<file path="src/rtl/cim_accum_bank.sv">
// Addressed accumulator bank: ROWS signed words sharing one read-modify-write adder,
// with single-cycle write/read/row-clear and FSM-sequenced accumulate and full-bank clear.
module cim_accum_bank #(
    parameter int unsigned ROWS     = 8,
    parameter int unsigned WIDTH    = 16,
    parameter int unsigned ADDR_W   = $clog2(ROWS),
    parameter int unsigned SATURATE = 1
) (
    input  logic              clk,
    input  logic              rst,
    input  logic              cmd_valid,
    output logic              cmd_ready,
    input  logic [2:0]        cmd_op,
    input  logic [ADDR_W-1:0] cmd_addr,
    input  logic [WIDTH-1:0]  cmd_data,
    output logic              rd_valid,
    output logic [WIDTH-1:0]  rd_data,
    output logic              busy,
    output logic              ovf
);

    localparam logic [2:0] OP_WRITE   = 3'd1;
    localparam logic [2:0] OP_READ    = 3'd2;
    localparam logic [2:0] OP_ACCUM   = 3'd3;
    localparam logic [2:0] OP_CLR_ROW = 3'd4;
    localparam logic [2:0] OP_CLR_ALL = 3'd5;

    localparam logic [WIDTH-1:0] SAT_MAX = {1'b0, {(WIDTH-1){1'b1}}};
    localparam logic [WIDTH-1:0] SAT_MIN = {1'b1, {(WIDTH-1){1'b0}}};

    typedef enum logic [1:0] {
        IDLE      = 2'd0,
        ACC_WB    = 2'd1,
        CLR_SWEEP = 2'd2
    } state_t;

    state_t state;
    state_t state_next;

    logic [WIDTH-1:0]  rows [ROWS];
    logic [WIDTH:0]    sum_q;
    logic [ADDR_W-1:0] acc_addr;
    logic [ADDR_W-1:0] sweep_cnt;

    logic              accept_c;
    logic [WIDTH-1:0]  rd_word_c;
    logic [WIDTH:0]    acc_sum_c;
    logic              acc_ovf_c;
    logic [WIDTH-1:0]  acc_result_c;

    logic              wr_en_c;
    logic [ADDR_W-1:0] wr_addr_c;
    logic [WIDTH-1:0]  wr_data_c;
    logic              ovf_set_c;
    logic              ovf_clr_c;

    assign accept_c  = cmd_valid && cmd_ready;
    assign rd_word_c = rows[cmd_addr];
    assign acc_sum_c = {rd_word_c[WIDTH-1], rd_word_c} + {cmd_data[WIDTH-1], cmd_data};

    // Signed overflow shows up as disagreement between the two top bits of the extended sum.
    always_comb begin
        acc_ovf_c    = sum_q[WIDTH] ^ sum_q[WIDTH-1];
        acc_result_c = sum_q[WIDTH-1:0];
        if (SATURATE != 0 && acc_ovf_c) begin
            acc_result_c = sum_q[WIDTH] ? SAT_MIN : SAT_MAX;
        end
    end

    always_ff @(posedge clk) begin
        if (rst) begin
            state <= IDLE;
        end else begin
            state <= state_next;
        end
    end

    // Next state plus the single row write port shared by every command.
    always_comb begin
        state_next = state;
        wr_en_c    = 1'b0;
        wr_addr_c  = cmd_addr;
        wr_data_c  = '0;
        ovf_set_c  = 1'b0;
        ovf_clr_c  = 1'b0;
        case (state)
            IDLE: begin
                if (accept_c) begin
                    case (cmd_op)
                        OP_WRITE: begin
                            wr_en_c   = 1'b1;
                            wr_data_c = cmd_data;
                        end
                        OP_ACCUM:   state_next = ACC_WB;
                        OP_CLR_ROW: wr_en_c = 1'b1;
                        OP_CLR_ALL: state_next = CLR_SWEEP;
                        default:    ;
                    endcase
                end
            end
            ACC_WB: begin
                wr_en_c    = 1'b1;
                wr_addr_c  = acc_addr;
                wr_data_c  = acc_result_c;
                ovf_set_c  = acc_ovf_c;
                state_next = IDLE;
            end
            CLR_SWEEP: begin
                wr_en_c   = 1'b1;
                wr_addr_c = sweep_cnt;
                if (sweep_cnt == ADDR_W'(ROWS - 1)) begin
                    ovf_clr_c  = 1'b1;
                    state_next = IDLE;
                end
            end
            default: state_next = IDLE;
        endcase
    end

    always_ff @(posedge clk) begin
        if (rst) begin
            for (int i = 0; i < int'(ROWS); i++) begin
                rows[i] <= '0;
            end
            sum_q     <= '0;
            acc_addr  <= '0;
            sweep_cnt <= '0;
            cmd_ready <= 1'b1;
            busy      <= 1'b0;
            rd_valid  <= 1'b0;
            rd_data   <= '0;
            ovf       <= 1'b0;
        end else begin
            if (wr_en_c) begin
                rows[wr_addr_c] <= wr_data_c;
            end
            cmd_ready <= (state_next == IDLE);
            busy      <= (state_next != IDLE);
            rd_valid  <= accept_c && (cmd_op == OP_READ);
            if (accept_c && cmd_op == OP_READ) begin
                rd_data <= rd_word_c;
            end
            if (accept_c && cmd_op == OP_ACCUM) begin
                sum_q    <= acc_sum_c;
                acc_addr <= cmd_addr;
            end
            if (accept_c && cmd_op == OP_CLR_ALL) begin
                sweep_cnt <= '0;
            end else if (state == CLR_SWEEP) begin
                sweep_cnt <= sweep_cnt + ADDR_W'(1);
            end
            if (ovf_clr_c) begin
                ovf <= 1'b0;
            end else if (ovf_set_c) begin
                ovf <= 1'b1;
            end
        end
    end

endmodule
</file>
<file path="config.mk">
export PLATFORM = sky130hd
export DESIGN_NAME = cim_accum_bank
export DESIGN_NICKNAME = d
export VERILOG_FILES = /design/src/rtl/cim_accum_bank.sv
export SDC_FILE = /design/constraint.sdc
export NUM_CORES = 1
export LEC_CHECK = 0
export CAP_MARGIN = 20
export CORE_ASPECT_RATIO = 0.75
export CORE_UTILIZATION = 40
export DETAILED_ROUTE_END_ITERATION = 8
export MAX_ROUTING_LAYER = met4
export PLACE_DENSITY_LB_ADDON = 0.12
export RECOVER_POWER = 25
export SYNTH_ARGS = -nofsm -noshare
export SYNTH_HDL_FRONTEND = slang
export SYNTH_SLANG_ARGS = --single-unit
</file>
<file path="constraint.sdc">
create_clock -name clk -period 5.02 [get_ports clk]
set_input_delay 1.255 -clock clk [delete_from_list [all_inputs] [get_ports clk]]
set_output_delay 1.255 -clock clk [all_outputs]
set_load 0.1 [all_outputs]
</file>
### Yosys cells after proc, flatten, opt, wreduce, memory -nomap -nowiden

Memories as Yosys holds them, arrays and structs flattened.
Cells that the tools add are included.

* register bits: 45
* bits in writable memories: 128
* bits of input ports: 25
* logic and storage cells: 57
* memories: 1

* $add $sub $neg: 2
* eq/ne operators: 8
* multiplexer cells: 24
* bitwise logic cells: 1
* reductions and logical operators: 12

Memory list
* rows: depth 8, bits a word 16, rd ports 1, clocked after memory_dff 0, write ports 8, RTL line 40 `logic [WIDTH-1:0] rows [ROWS];`

Operator list (count)
* two-way mux 16 bit: 5
* one-hot mux 16 bit (2 select lines): 1
* adder 16 x 16 -> 17 bit: 1
* OR reduction 16 bit: 1
* two-way mux 1 bit: 11
* equality test 3 bit (second input constant): 3
* one-hot mux 2 bit (2 select lines): 2
* OR reduction 2 bit: 4
* equality test 3 x 2 -> 1 bit (second input constant): 2
* one-hot mux 3 bit (2 select lines): 1
* logical AND 1 bit: 4
* logical NOT 2 bit: 2
* two-way mux 2 bit: 2
* adder 3 x 1 -> 3 bit (second input constant): 1
* equality test 3 x 1 -> 1 bit (second input constant): 1
* two-way mux 3 bit: 1
* equality test 2 x 1 -> 1 bit (second input constant): 1
* equality test 2 bit (second input constant): 1
* one-hot mux 1 bit (2 select lines): 1
* nonzero test 2 bit: 1
* bitwise XOR 1 bit: 1

### Logic depth before layout (Yosys ltp)

* depth in word-level cells: 10
* gate-level depth with buffers: 12
* depth with buffers taken out: 10

### Worst setup path after synthesis

OpenSTA, ideal clock, no wires.

* path type: input to register
* start point: input cmd_addr[0]
* end point: register sum_q[10]
* setup time: 0.114 ns
* arrival: 4.340 ns
* path slack: 0.566 ns
* stages: 12
* path buffers: 2
* path through: buf_2 > buf_2 > mux4_2 > mux2_2 > ha_1 > fa_1 > a21o_1 > a221oi_2 > o21ai_2 > a31o_2 > xor2_1 > a21o_1

* word-level cells in the longest chain between the ends: 2

Ends and longest elaborated chain
* start, declared: RTL line 14 `input logic [ADDR_W-1:0] cmd_addr,`
* memory (8 x 16 bit)
* named net rd_word_c[0]: RTL line 46 `logic [WIDTH-1:0] rd_word_c;`
* adder 16 x 16 -> 17 bit: RTL line 59 `assign acc_sum_c = {rd_word_c[WIDTH-1], rd_word_c} + {cmd_data[WIDTH-1], cmd_data};`
* end signal, assigned: RTL line 144 `sum_q <= acc_sum_c;`
* end, declared: RTL line 41 `logic [WIDTH:0] sum_q;`

The timed path passes the listed nets, and every way through them passes these cells.
A chain may end at the register's enable or synchronous reset.

### Worst setup path in the final report

* start point: input cmd_addr[1]
* end point: register sum_q[12]

Same word-level chain as after synthesis.

==> out/metrics.json <==
{
  "run_status": {
    "run_status": "finished, final reports clean"
  },
  "floorplanning": {
    "floorplan.die.width_um": 169,
    "initial_standard_cell_utilization_of_the_core_pct": 41.1,
    "floorplan.die.height_um": 127,
    "die_footprint_sq_mm": 0.0215,
    "boundaryPins": 45,
    "core_area_sq_mm": 0.0204,
    "num_rows": 45
  },
  "power_and_ir_drop": {
    "total_leakage_power_nw": 3.50,
    "clkPwrFrac_pct": 39.3,
    "power.density_cell_area_mw_per_mm2": 347,
    "fin_total_pwr_mw": 3.34,
    "proportion_of_power_drawn_by_combinational_gates_pct": 12.9,
    "ir_worst_vdd_uv": 152,
    "total_switching_power_mw": 0.896,
    "power.switching_fraction_pct": 26.8,
    "share_seq_of_total_power_pct": 47.8,
    "p_int_mw": 2.45
  },
  "worst_setup_path": {
    "worst_setup_path_endpoint": "sum_q[12]$_SDFFE_PP0P_",
    "crit_arrival_ns": 4.85,
    "start_kind": "primary input",
    "crit_path_end_kind": "register",
    "crit_family": "compound AO/OA/AOI/OAI gates",
    "worstReg2RegStart": "rows[4][0]$_SDFFCE_PN0P_",
    "reg2regPathDepth": 10,
    "critical-path-slowest-cell": "sky130_fd_sc_hd__dlygate4sd3_1",
    "setup_slack_reg_to_reg_ns": 1.58,
    "rr_endpoint": "sum_q[12]$_SDFFE_PP0P_",
    "crit_path_buffers_inverters": 1,
    "crit_path_max_fanout": 6,
    "path_depth": 11,
    "cpPeakStageDelay_ns": 0.72,
    "worstSetupPathType": "primary input to register",
    "crit_start": "cmd_addr[1]",
    "crit_required_ns": 5.36,
    "cp_cell_sequence": "dlygate4sd3_1, mux4_2, mux2_1, ha_1, fa_1, a21o_1, a221oi_2, o21ai_2, a41oi_2, o21ai_0, a311oi_2"
  },
  "route": {
    "avgRoutedWirePerCell_um": 20.9,
    "routed-wl-met2_um": 9960,
    "routed_wirelength_um": 21500,
    "drc": 0,
    "drt-met1-wl_um": 10100,
    "post_drt_via_cell_ratio": 5.44,
    "detailedRoute.firstIterationViolations": 572,
    "drt_pre_antenna_iters": 5,
    "amount_of_wire_on_met3_after_detailed_routing_um": 984,
    "via_count": 5590,
    "top_layer": "met4",
    "postRouteAntennaNets": 0
  },
  "sta": {
    "layout_min_cycle_time_ns": 4.51,
    "final-max-slew-violation-count": 0,
    "final_hold_viol_count": 0,
    "worst-slew-pin-transition_ns": 1.13,
    "min_period_over_period_pct": 89.8,
    "setup_viol": 0,
    "timing.clock.skew_ns": 0.00974,
    "setup_repair_after_global_routing_missed_its_margin": "no",
    "max_freq_ghz": 0.222,
    "worst_rel_slew_slack_pct": 25.0,
    "setup-tns-final_ns": 0
  },
  "synthesis": {
    "syn_nets": 742,
    "async_reset_ff_share_pct": 0,
    "syn-mean-instance-area_sq_um": 12.1,
    "post_synth_edffs": 128,
    "ys_seq_elements": 173,
    "yosysWarningCount": 0,
    "post_synth_inst_count": 692,
    "synthTopCellsByArea": "sky130_fd_sc_hd__edfxtp_1 (46%), sky130_fd_sc_hd__dfxtp_1 (11%), sky130_fd_sc_hd__mux4_2 (8.6%)",
    "synth.yosys.seq_area_share_pct": 56.7,
    "synth_ff_type": "sky130_fd_sc_hd__edfxtp_1",
    "synth_largest_type_area_fraction_pct": 45.9,
    "synth_largest_area_cell": "sky130_fd_sc_hd__edfxtp_1",
    "yosys.cell_types.count": 67,
    "synthesis.area_sq_mm": 0.00837
  },
  "clock_tree": {
    "cts_htree_levels": 4,
    "clk_root_buffer_cell": "sky130_fd_sc_hd__clkbuf_16",
    "cts_setup_buffers": 0,
    "cts_repair_resize_count": 0,
    "cts_sinks": 173,
    "cts_tree": "built",
    "cts.reportedPaths.clkPinSlew_ns": 0.07,
    "clockBufferDepth": 2,
    "cts_made_buffers": 17,
    "hold_buffers": 0,
    "insertion_delay_ns": 0.44
  },
  "cells_and_area": {
    "diodes": 0,
    "fillerInstances": 1869,
    "drive_gt1_share_pct": 15.3,
    "final_net_count": 783,
    "stdcell_area_sq_mm": 0.00963,
    "area_delta_synth_final_pct": 15.0,
    "finish.utilization_pct": 47.2
  },
  "grt": {
    "globalRouteTotalUtil_pct": 21.7,
    "first_global_vias": 5506,
    "grt_max_degree": 45,
    "grt_overflow_total": 0,
    "global_route_wire_length_before_repair_um": 32800,
    "antenna_found_initial": 0
  },
  "hold_path": {
    "timing.hold.worst.class": "register to register"
  },
  "placed_design": {
    "dpl.hpwl_um": 14600,
    "postPlaceCellArea_sq_mm": 0.00912,
    "place.port_buffers": 44,
    "gpl.final_weighted_congestion": 0.900
  },
  "job": {
    "cap_violations": 0
  }
}
[cell usage in the layout, fill, tap and decap left out, types with 3 or more instances in the layout]
cell                              count
sky130_fd_sc_hd__a211oi_1             5
sky130_fd_sc_hd__inv_6                5
sky130_fd_sc_hd__clkbuf_1             3
sky130_fd_sc_hd__clkbuf_16           17
sky130_fd_sc_hd__nand2_1             72
sky130_fd_sc_hd__dlygate4sd3_1       19
sky130_fd_sc_hd__nand3_1              3
sky130_fd_sc_hd__nor2b_1              3
sky130_fd_sc_hd__buf_4               16
sky130_fd_sc_hd__nor2_1             158
sky130_fd_sc_hd__nor3_1               7
sky130_fd_sc_hd__or3_1                3
sky130_fd_sc_hd__nand2_4              4
sky130_fd_sc_hd__mux2_2              13
sky130_fd_sc_hd__clkdlybuf4s50_1     23
sky130_fd_sc_hd__o21a_1               3
sky130_fd_sc_hd__mux4_2              32
sky130_fd_sc_hd__mux2i_1             20
sky130_fd_sc_hd__nor3b_1              3
sky130_fd_sc_hd__inv_8                3
sky130_fd_sc_hd__a21oi_1             25
sky130_fd_sc_hd__dfxtp_1             45
sky130_fd_sc_hd__a21o_2               4
sky130_fd_sc_hd__inv_1                9
sky130_fd_sc_hd__a21o_1              11
sky130_fd_sc_hd__mux2_1               3
sky130_fd_sc_hd__xnor2_1              7
sky130_fd_sc_hd__clkinvlp_4           4
sky130_fd_sc_hd__edfxtp_1           128
sky130_fd_sc_hd__ha_1                24
sky130_fd_sc_hd__a22oi_1             18
sky130_fd_sc_hd__o21ai_0              7
[stage by stage]
step | worst slack, ns | instances | hold WS, ns
2_1_floorplan | 0.566 | 692 | 0.432
3_5_place_dp | 0.243 | 996 | 0.446
5_1_grt | 0.369 | 1028 | 0.471
4_1_cts | 0.699 | 1028 | 0.455
3_3_place_gp | 0.305 | 995 | 0.441
6_report | 0.512 | 1028 | 0.451
[worst register-to-register path: stages, from the launching register on]
cell and delay, ns:
sky130_fd_sc_hd__edfxtp_1 0.37, sky130_fd_sc_hd__mux4_2 0.46, sky130_fd_sc_hd__mux2_1 0.39, sky130_fd_sc_hd__ha_1 0.26
sky130_fd_sc_hd__fa_1 0.40, sky130_fd_sc_hd__a21o_1 0.22, sky130_fd_sc_hd__a221oi_2 0.40, sky130_fd_sc_hd__o21ai_2 0.16
sky130_fd_sc_hd__a41oi_2 0.25, sky130_fd_sc_hd__o21ai_0 0.14, sky130_fd_sc_hd__a311oi_2 0.29
[flip-flops by register name, summed over array words and instances (netlist names)]
register and flops:
state 2, rows 128, sum_q 17, rd_data 16, busy 1, sweep_cnt 3
cmd_ready 1, ovf 1, acc_addr 3, rd_valid 1
[per-layer routing]
layer,up-vias,track usage [%]
met2,151,33.4
met4,0,7.21
met3,28,3.66
met5,-,-
li1,2606,-
met1,2805,29.3
[power groups by stage]
stage | logic, mW | clock network, mW | registers, mW
after floorplan | 0.281 | 0 | 1.65
after global placement | 0.434 | 0 | 1.63
after detailed placement | 0.438 | 0 | 1.63
after CTS | 0.440 | 1.33 | 1.60
after global routing | 0.464 | 1.38 | 1.60
final | 0.432 | 1.31 | 1.60
[area by class of cell]
class | count | area, sq um | share of cell area (%)
multi-input cells | 467 | 3340 | 34.7
flip-flops and latches | 173 | 4740 | 49.3
clock buffers | 17 | 425 | 4.42
repair buffers | 64 | 582 | 6.04
well taps | 282 | 353 | 3.66
inverters | 10 | 37.5 | 0.390
clock inverters | 15 | 150 | 1.56
[cells in the mapped netlist (2+ instances only)]
library cell	instances
sky130_fd_sc_hd__nor2_1	157
sky130_fd_sc_hd__edfxtp_1	128
sky130_fd_sc_hd__nand2_1	70
sky130_fd_sc_hd__dfxtp_1	45
sky130_fd_sc_hd__mux4_2	32
sky130_fd_sc_hd__a21oi_1	25
sky130_fd_sc_hd__ha_1	24
sky130_fd_sc_hd__clkbuf_1	21
sky130_fd_sc_hd__mux2i_1	20
sky130_fd_sc_hd__a22oi_1	18
sky130_fd_sc_hd__mux2_2	16
sky130_fd_sc_hd__a21o_1	11
sky130_fd_sc_hd__buf_2	11
sky130_fd_sc_hd__inv_1	9
sky130_fd_sc_hd__o21ai_0	7
sky130_fd_sc_hd__xnor2_1	7
sky130_fd_sc_hd__nor3_1	6
sky130_fd_sc_hd__a211oi_1	5
sky130_fd_sc_hd__buf_6	5
sky130_fd_sc_hd__a21o_2	4
sky130_fd_sc_hd__nand2_2	4
sky130_fd_sc_hd__nand2_4	4
sky130_fd_sc_hd__nand3_1	3
sky130_fd_sc_hd__nor2b_1	3
sky130_fd_sc_hd__nor3b_1	3
sky130_fd_sc_hd__o21a_1	3
sky130_fd_sc_hd__a211o_1	2
sky130_fd_sc_hd__a31oi_1	2
sky130_fd_sc_hd__a32o_1	2
sky130_fd_sc_hd__and3_1	2
sky130_fd_sc_hd__buf_4	2
sky130_fd_sc_hd__clkbuf_2	2
sky130_fd_sc_hd__nand4_1	2
sky130_fd_sc_hd__o211ai_1	2
sky130_fd_sc_hd__or3_1	2
sky130_fd_sc_hd__xor2_1	2
[worst min path at each step]
stage / from / end / cells after the start
6_report: sum_q[9]$_SDFFE_PP0P_ / sum_q[9]$_SDFFE_PP0P_ / 2
5_1_grt: sum_q[9]$_SDFFE_PP0P_ / sum_q[9]$_SDFFE_PP0P_ / 2
4_1_cts: sum_q[9]$_SDFFE_PP0P_ / sum_q[9]$_SDFFE_PP0P_ / 2
3_5_place_dp: sum_q[9]$_SDFFE_PP0P_ / sum_q[9]$_SDFFE_PP0P_ / 2
3_3_place_gp: sum_q[5]$_SDFFE_PP0P_ / sum_q[5]$_SDFFE_PP0P_ / 2
2_1_floorplan: sum_q[3]$_SDFFE_PP0P_ / sum_q[3]$_SDFFE_PP0P_ / 2
[cells by family (layout without fill, tap and decap cells)]
group / count (synthesis) / in the layout / synth area share, %
buffers and inverters: 52 / 106 / 3.18
flip-flops: 173 / 173 / 56.7
adder cells (fa/ha/maj): 25 / 25 / 3.83
XOR/XNOR: 9 / 9 / 0.942
multiplexers: 68 / 68 / 13.2
AO/OA/AOI/OAI: 97 / 97 / 8.48
AND/OR/NAND/NOR: 268 / 268 / 13.7
(Power assumes the default switching activity.)
